[src/rtl/sysbus_arbiter.sv]
// sysbus_arbiter: single-owner arbiter and sequencer for the core's Sysbus port.
// Grants one of three line-read clients (ptw > round-robin{dmem, imem}), issues
// the tagged request, acknowledges the response beats and routes each matching
// beat back to the owner. Beats that are stray or carry the wrong tag are acked,
// dropped, and latched into a sticky err flag.
//
// Ports:
//   clk, reset                  clock, synchronous active-high reset
//   *_req / *_addr / *_gnt      client request, byte address, one-cycle grant
//   resp_data/beat/last         broadcast beat data, index, final-beat flag
//   *_resp_valid                beat valid for that client
//   busy, err                   transaction in flight; sticky bad-beat flag
//   bus_req*                    request phase toward the bus
//   bus_resp*, bus_respack      response phase from the bus, beat acknowledge

`ifndef SYSBUS_READ
`define SYSBUS_READ 1'b1
`endif
`ifndef SYSBUS_MEMORY
`define SYSBUS_MEMORY 4'b0001
`endif

module sysbus_arbiter #(
   parameter int BUS_DATA_WIDTH = 64,
   parameter int BUS_TAG_WIDTH  = 13,
   parameter int BEATS          = 8
) (
   input  logic                      clk,
   input  logic                      reset,
   input  logic                      ptw_req,
   input  logic                      dmem_req,
   input  logic                      imem_req,
   input  logic [63:0]               ptw_addr,
   input  logic [63:0]               dmem_addr,
   input  logic [63:0]               imem_addr,
   output logic                      ptw_gnt,
   output logic                      dmem_gnt,
   output logic                      imem_gnt,
   output logic [BUS_DATA_WIDTH-1:0] resp_data,
   output logic [2:0]                resp_beat,
   output logic                      resp_last,
   output logic                      ptw_resp_valid,
   output logic                      dmem_resp_valid,
   output logic                      imem_resp_valid,
   output logic                      busy,
   output logic                      err,
   output logic                      bus_reqcyc,
   output logic [BUS_DATA_WIDTH-1:0] bus_req,
   output logic [BUS_TAG_WIDTH-1:0]  bus_reqtag,
   input  logic                      bus_reqack,
   input  logic                      bus_respcyc,
   input  logic [BUS_DATA_WIDTH-1:0] bus_resp,
   input  logic [BUS_TAG_WIDTH-1:0]  bus_resptag,
   output logic                      bus_respack
);

   typedef enum logic [1:0] {S_IDLE, S_REQ, S_RESP} state_t;

   localparam logic [1:0] ID_PTW  = 2'd0;
   localparam logic [1:0] ID_DMEM = 2'd1;
   localparam logic [1:0] ID_IMEM = 2'd2;
   localparam int         TAG_RD  = `SYSBUS_READ;
   localparam int         TAG_MEM = `SYSBUS_MEMORY;
   localparam logic [BUS_TAG_WIDTH-1:0] TAG_BASE =
      BUS_TAG_WIDTH'((TAG_RD << 12) | (TAG_MEM << 8));
   localparam logic [2:0] LAST_BEAT = 3'(BEATS - 1);

   state_t      r_state, w_next;
   logic [1:0]  r_owner;
   logic [63:0] r_addr;
   logic [2:0]  r_beat;
   logic        r_rr_imem;   // 1: imem was the last of dmem/imem served
   logic        r_err;

   logic        w_any;
   logic [1:0]  w_win;
   logic [63:0] w_win_addr;
   logic        w_match;
   logic        w_stray;
   logic        w_unused;

   // Address offset bits and upper tag bits are intentionally ignored.
   assign w_unused = &{1'b0, ptw_addr[5:0], dmem_addr[5:0], imem_addr[5:0],
                       bus_resptag[BUS_TAG_WIDTH-1:2]};

   // Arbitration: ptw first; a dmem/imem tie goes to whichever was not served last.
   always_comb begin
      w_any      = ptw_req | dmem_req | imem_req;
      w_win      = ID_PTW;
      w_win_addr = ptw_addr;
      if (ptw_req) begin
         w_win = ID_PTW;
      end else if (dmem_req && imem_req) begin
         w_win = r_rr_imem ? ID_DMEM : ID_IMEM;
      end else if (dmem_req) begin
         w_win = ID_DMEM;
      end else if (imem_req) begin
         w_win = ID_IMEM;
      end
      case (w_win)
         ID_DMEM: w_win_addr = dmem_addr;
         ID_IMEM: w_win_addr = imem_addr;
         default: w_win_addr = ptw_addr;
      endcase
   end

   always_comb begin
      w_next          = r_state;
      ptw_gnt         = 1'b0;
      dmem_gnt        = 1'b0;
      imem_gnt        = 1'b0;
      ptw_resp_valid  = 1'b0;
      dmem_resp_valid = 1'b0;
      imem_resp_valid = 1'b0;
      resp_last       = 1'b0;
      bus_respack     = 1'b0;
      w_match         = 1'b0;
      w_stray         = 1'b0;
      if (!reset) begin
         // Every beat is acknowledged, whether or not it is wanted.
         bus_respack = bus_respcyc;
         case (r_state)
            S_IDLE: begin
               w_stray = bus_respcyc;
               if (w_any) begin
                  w_next = S_REQ;
                  case (w_win)
                     ID_PTW:  ptw_gnt  = 1'b1;
                     ID_DMEM: dmem_gnt = 1'b1;
                     ID_IMEM: imem_gnt = 1'b1;
                     default: ;
                  endcase
               end
            end
            S_REQ: begin
               w_stray = bus_respcyc;
               if (bus_reqack) w_next = S_RESP;
            end
            S_RESP: begin
               if (bus_respcyc) begin
                  if (bus_resptag[1:0] == r_owner) begin
                     w_match = 1'b1;
                     case (r_owner)
                        ID_PTW:  ptw_resp_valid  = 1'b1;
                        ID_DMEM: dmem_resp_valid = 1'b1;
                        ID_IMEM: imem_resp_valid = 1'b1;
                        default: ;
                     endcase
                     if (r_beat == LAST_BEAT) begin
                        resp_last = 1'b1;
                        w_next    = S_IDLE;
                     end
                  end else begin
                     w_stray = 1'b1;
                  end
               end
            end
            default: w_next = S_IDLE;
         endcase
      end
   end

   always_ff @(posedge clk) begin
      if (reset) begin
         r_state   <= S_IDLE;
         r_owner   <= ID_PTW;
         r_addr    <= '0;
         r_beat    <= '0;
         r_rr_imem <= 1'b1;
         r_err     <= 1'b0;
      end else begin
         r_state <= w_next;
         if (r_state == S_IDLE && w_any) begin
            r_owner <= w_win;
            r_addr  <= {w_win_addr[63:6], 6'b0};
            if (w_win != ID_PTW) r_rr_imem <= (w_win == ID_IMEM);
         end
         if (w_match) r_beat <= (r_beat == LAST_BEAT) ? 3'd0 : r_beat + 3'd1;
         if (w_stray) r_err <= 1'b1;
      end
   end

   assign busy       = (r_state != S_IDLE);
   assign bus_reqcyc = (r_state == S_REQ);
   assign bus_req    = bus_reqcyc ? BUS_DATA_WIDTH'(r_addr) : '0;
   assign bus_reqtag = bus_reqcyc ? (TAG_BASE | BUS_TAG_WIDTH'(r_owner)) : '0;
   assign resp_data  = bus_resp;
   assign resp_beat  = r_beat;
   assign err        = r_err;

endmodule
[config.mk]
export PLATFORM = sky130hd
export DESIGN_NAME = sysbus_arbiter
export DESIGN_NICKNAME = d
export VERILOG_FILES = /design/src/rtl/sysbus_arbiter.sv
export SDC_FILE = /design/constraint.sdc
export NUM_CORES = 1
export LEC_CHECK = 0
export ABC_AREA = 1
export CAP_MARGIN = 20
export CORE_AREA = 4 4 166 168
export DETAILED_ROUTE_END_ITERATION = 10
export DIE_AREA = 0 0 170 172
export PLACE_DENSITY = 0.59
export SLEW_MARGIN = 20
export SYNTH_ARGS = -nofsm -noshare
export SYNTH_HDL_FRONTEND = slang
export SYNTH_SLANG_ARGS = --single-unit
[constraint.sdc]
create_clock -name clk -period 4.2 [get_ports clk]
set_clock_uncertainty 0.05 [all_clocks]
set_input_delay 0.63 -clock clk [delete_from_list [all_inputs] [get_ports clk]]
set_output_delay 0.63 -clock clk [all_outputs]
set_load 0.005 [all_outputs]
==> summary.md <==
| Metric | Value |
|---|---|
| Status | completed |
| Final setup margin | 0.975 ns |
| CP Capture Type | primary output |
| Dpl cell area | 0.00710 mm^2 |
| Worst slew pin tran | 0.752 ns |
| Worst path slowest cell | buf_4 |
| Routed vias/inst | 4.18 |
| Clock tree buffer depth | 2 |
| GR Overflow Total | 0 |
| Drt first pass iters | 4 |
| R2R depth | 8 |
| GP Congestion | 0.787 |
| Synth Instances | 813 |
| RR Endpoint | r_addr[55] |
| TritonCTS Buffers | 9 |
| Hold path cells | 2 |
| Initial antenna violation count | 1 |
| Number of global-route vias before repair | 5337 |
| Worst-path clk slew | 0.06 ns |
| Post-synthesis async set-or-reset flop share | 0% |
| Syn Area/Cell | 5.92 um^2 |
| Setup TNS | 0 ns |
| Fillcell total | 2901 |
| Root Driver | clkbuf_16 |
| Peak per-stage delay on the critical path | 0.56 ns |
| Wire length per cell | 14.9 um |
| DR vias | 5482 |
| Worst R2R Start | r_rr_imem |
| CP Class | in2out |
| Register bit total from synthesis | 67 |
| WP data required | 3.52 ns |
| CTS tree | done |
| # port buffers | 258 |
| Share of the synthesized area in the top cell type | 27.9% |
| Largest net degree at the start of global routing | 68 |
| DRC | 0 |
| Max Cap Violations | 0 |
| Count leader, synth | nand2_1 |
| Cts repair resizes | 0 |
| Crit path launch type | primary input |
| Finished Cell Area | 0.00738 mm^2 |
| Initial Utilization | 18.6% |
| Endpoints failing hold | 0 |
| RSZ-0062 raised after global routing | no |
| Detailed Place HPWL | 13.8 mm |
| Hold_buf cts | 0 |
| CTS H-Tree Depth | 3 |
| Antenna viol nets, final | 0 |
| Top post-synthesis cells by area | dfxtp_1 (28%), nand2_1 (20%), buf_4 (14%) |
| Initial DRC Count | 161 |
| Core area | 0.0259 mm^2 |
| Leak pwr | 3.01 nW |
| IR drop worst, VDD | 187 uV |
| Crit path cell chain | clkdlybuf4s50_1, inv_2, buf_4, nand2_1, nor2_1, clkdlybuf4s50_1 |
| Synth unique cells | 21 |
| Diodes inserted | 0 |
| Area leader, netlist | dfxtp_1 |
| Cell Area, Synth | 0.00481 mm^2 |
| Final worst path period need | 3.22 ns |
| Gr usage total | 12.7% |
| Commonest cells in the netlist | nand2_1 (252), a21oi_1 (120), buf_4 (88), inv_1 (77), nor2_1 (75) |
| Total number of yosys warnings | 0 |
| Register area share after synthesis | 27.9% |
| Die W | 170 um |
| Min-delay src | err |
| DIE HEIGHT | 172 um |
| Global-route wire length before repair | 29.2 mm |
| Total length of routed wires | 19.6 mm |
| Area Overhead vs Synth | 53.4% |
| Predominant post-synthesis flop cell | dfxtp_1 |
| Tcrit/Tclk final | 76.8% |
| Post-synth EDFFs | 0 |
| Power per Cell Area | 300 mW/mm^2 |
| Slew HR | 49.9% |
| Reg2Reg Setup Slack | 2.08 ns |
| Worst Path Arrival | 2.54 ns |
| Hold WC Path Type | reg2reg |
| Total power | 2.22 mW |
| Clk sinks | 67 |
| # setup viols final | 0 |
| DIE AREA | 0.0292 mm^2 |
| I/O pins | 431 |
| Post-CTS setup buffers | 0 |
| Share of layout cells above drive strength 1 | 3.48% |
| Clk_lat worst skew | 0.33 ns |
| Hold EP | err |
| Slew Limit Fails | 0 |
| Cell mode on critical path | clkdlybuf4s50_1 |
| Row cnt | 59 |
| Pre-CTS WS | 0.973 ns |
| Layout net count | 1254 |
| Finished Core Util | 28.5% |
| Crit-path max FO | 67 |
| Max Fclk | 310 MHz |
==> worst max path at each step <==
stage | to | from | cells past startpoint | slack [ns]
floorplan | dmem_gnt | imem_req | 8 | 1.81
global placement | dmem_gnt | reset | 6 | 0.99
detailed placement | imem_gnt | reset | 6 | 0.97
CTS | bus_req[63] | r_state[1] | 5 | 0.85
global route | bus_req[63] | r_state[1] | 5 | 0.73
finish | dmem_gnt | reset | 6 | 0.98
==> layout make-up <==
| class | instances | area [um^2] | area share (%) |
|---|---|---|---|
| Clock inverter | 4 | 25.0 | 0.339 |
| Multi-Input combinational cell | 546 | 2370 | 32.2 |
| Tap cell | 335 | 419 | 5.68 |
| Clock buffer | 12 | 256 | 3.47 |
| Sequential cell | 67 | 1340 | 18.2 |
| Inverter | 81 | 304 | 4.12 |
| Timing Repair Buffer | 267 | 2660 | 36.1 |
==> layout by cell type (no fill, tap or decap), types with 9 or more instances in the layout <==
| cell type | instances |
|---|---|
| a21oi_1 | 120 |
| clkbuf_16 | 9 |
| clkdlybuf4s50_1 | 258 |
| conb_1 | 15 |
| dfxtp_1 | 67 |
| inv_1 | 75 |
| nand2_1 | 252 |
| nor2_1 | 75 |
| o21ai_0 | 48 |
| o21ai_1 | 17 |
==> per-layer routing <==
metal,up-vias,share of wire [%],GRT usage (%)
li1,2749,-,-
met1,2447,39,13.9
met2,225,46,21.6
met3,61,9.7,4.66
met4,0,4.7,6.77
met5,-,0,0
==> sequential cells by signal, indices dropped and copies added, names as in the netlist <==
name,count
r_owner,2
r_state,2
resp_beat,3
r_rr_imem,1
r_addr,58
err,1
==> power by group <==
part           leakage, nW  internal, mW  switching, mW  total [mW]
registers            0.556         0.723         0.0427       0.766
clock network        0.135         0.430          0.300       0.730
logic                 2.32         0.349          0.373       0.722
==> cells by family after synthesis <==
logic type | synth area share [%]
adders and majority gates | 1.56
DFF | 27.9
AOI/OAI and AO/OA | 19.8
buffers and inverters | 24.0
other | 0.0779
and+or+nand+nor | 26.7
==> critical path, delay by kind of cell <==
kind / cells / cell delay, ns
buffers and inverters: 4 / 1.64
and+or+nand+nor: 2 / 0.24
==> per-stage QoR <==
stage	hold slack, ns	cells
finish	0.430	1312
floorplan	0.407	827
global route	0.445	1312
detailed placement	0.408	1296
CTS	0.433	1312
global placement	0.434	1296
No activity file was read; power rests on OpenSTA's default activity.
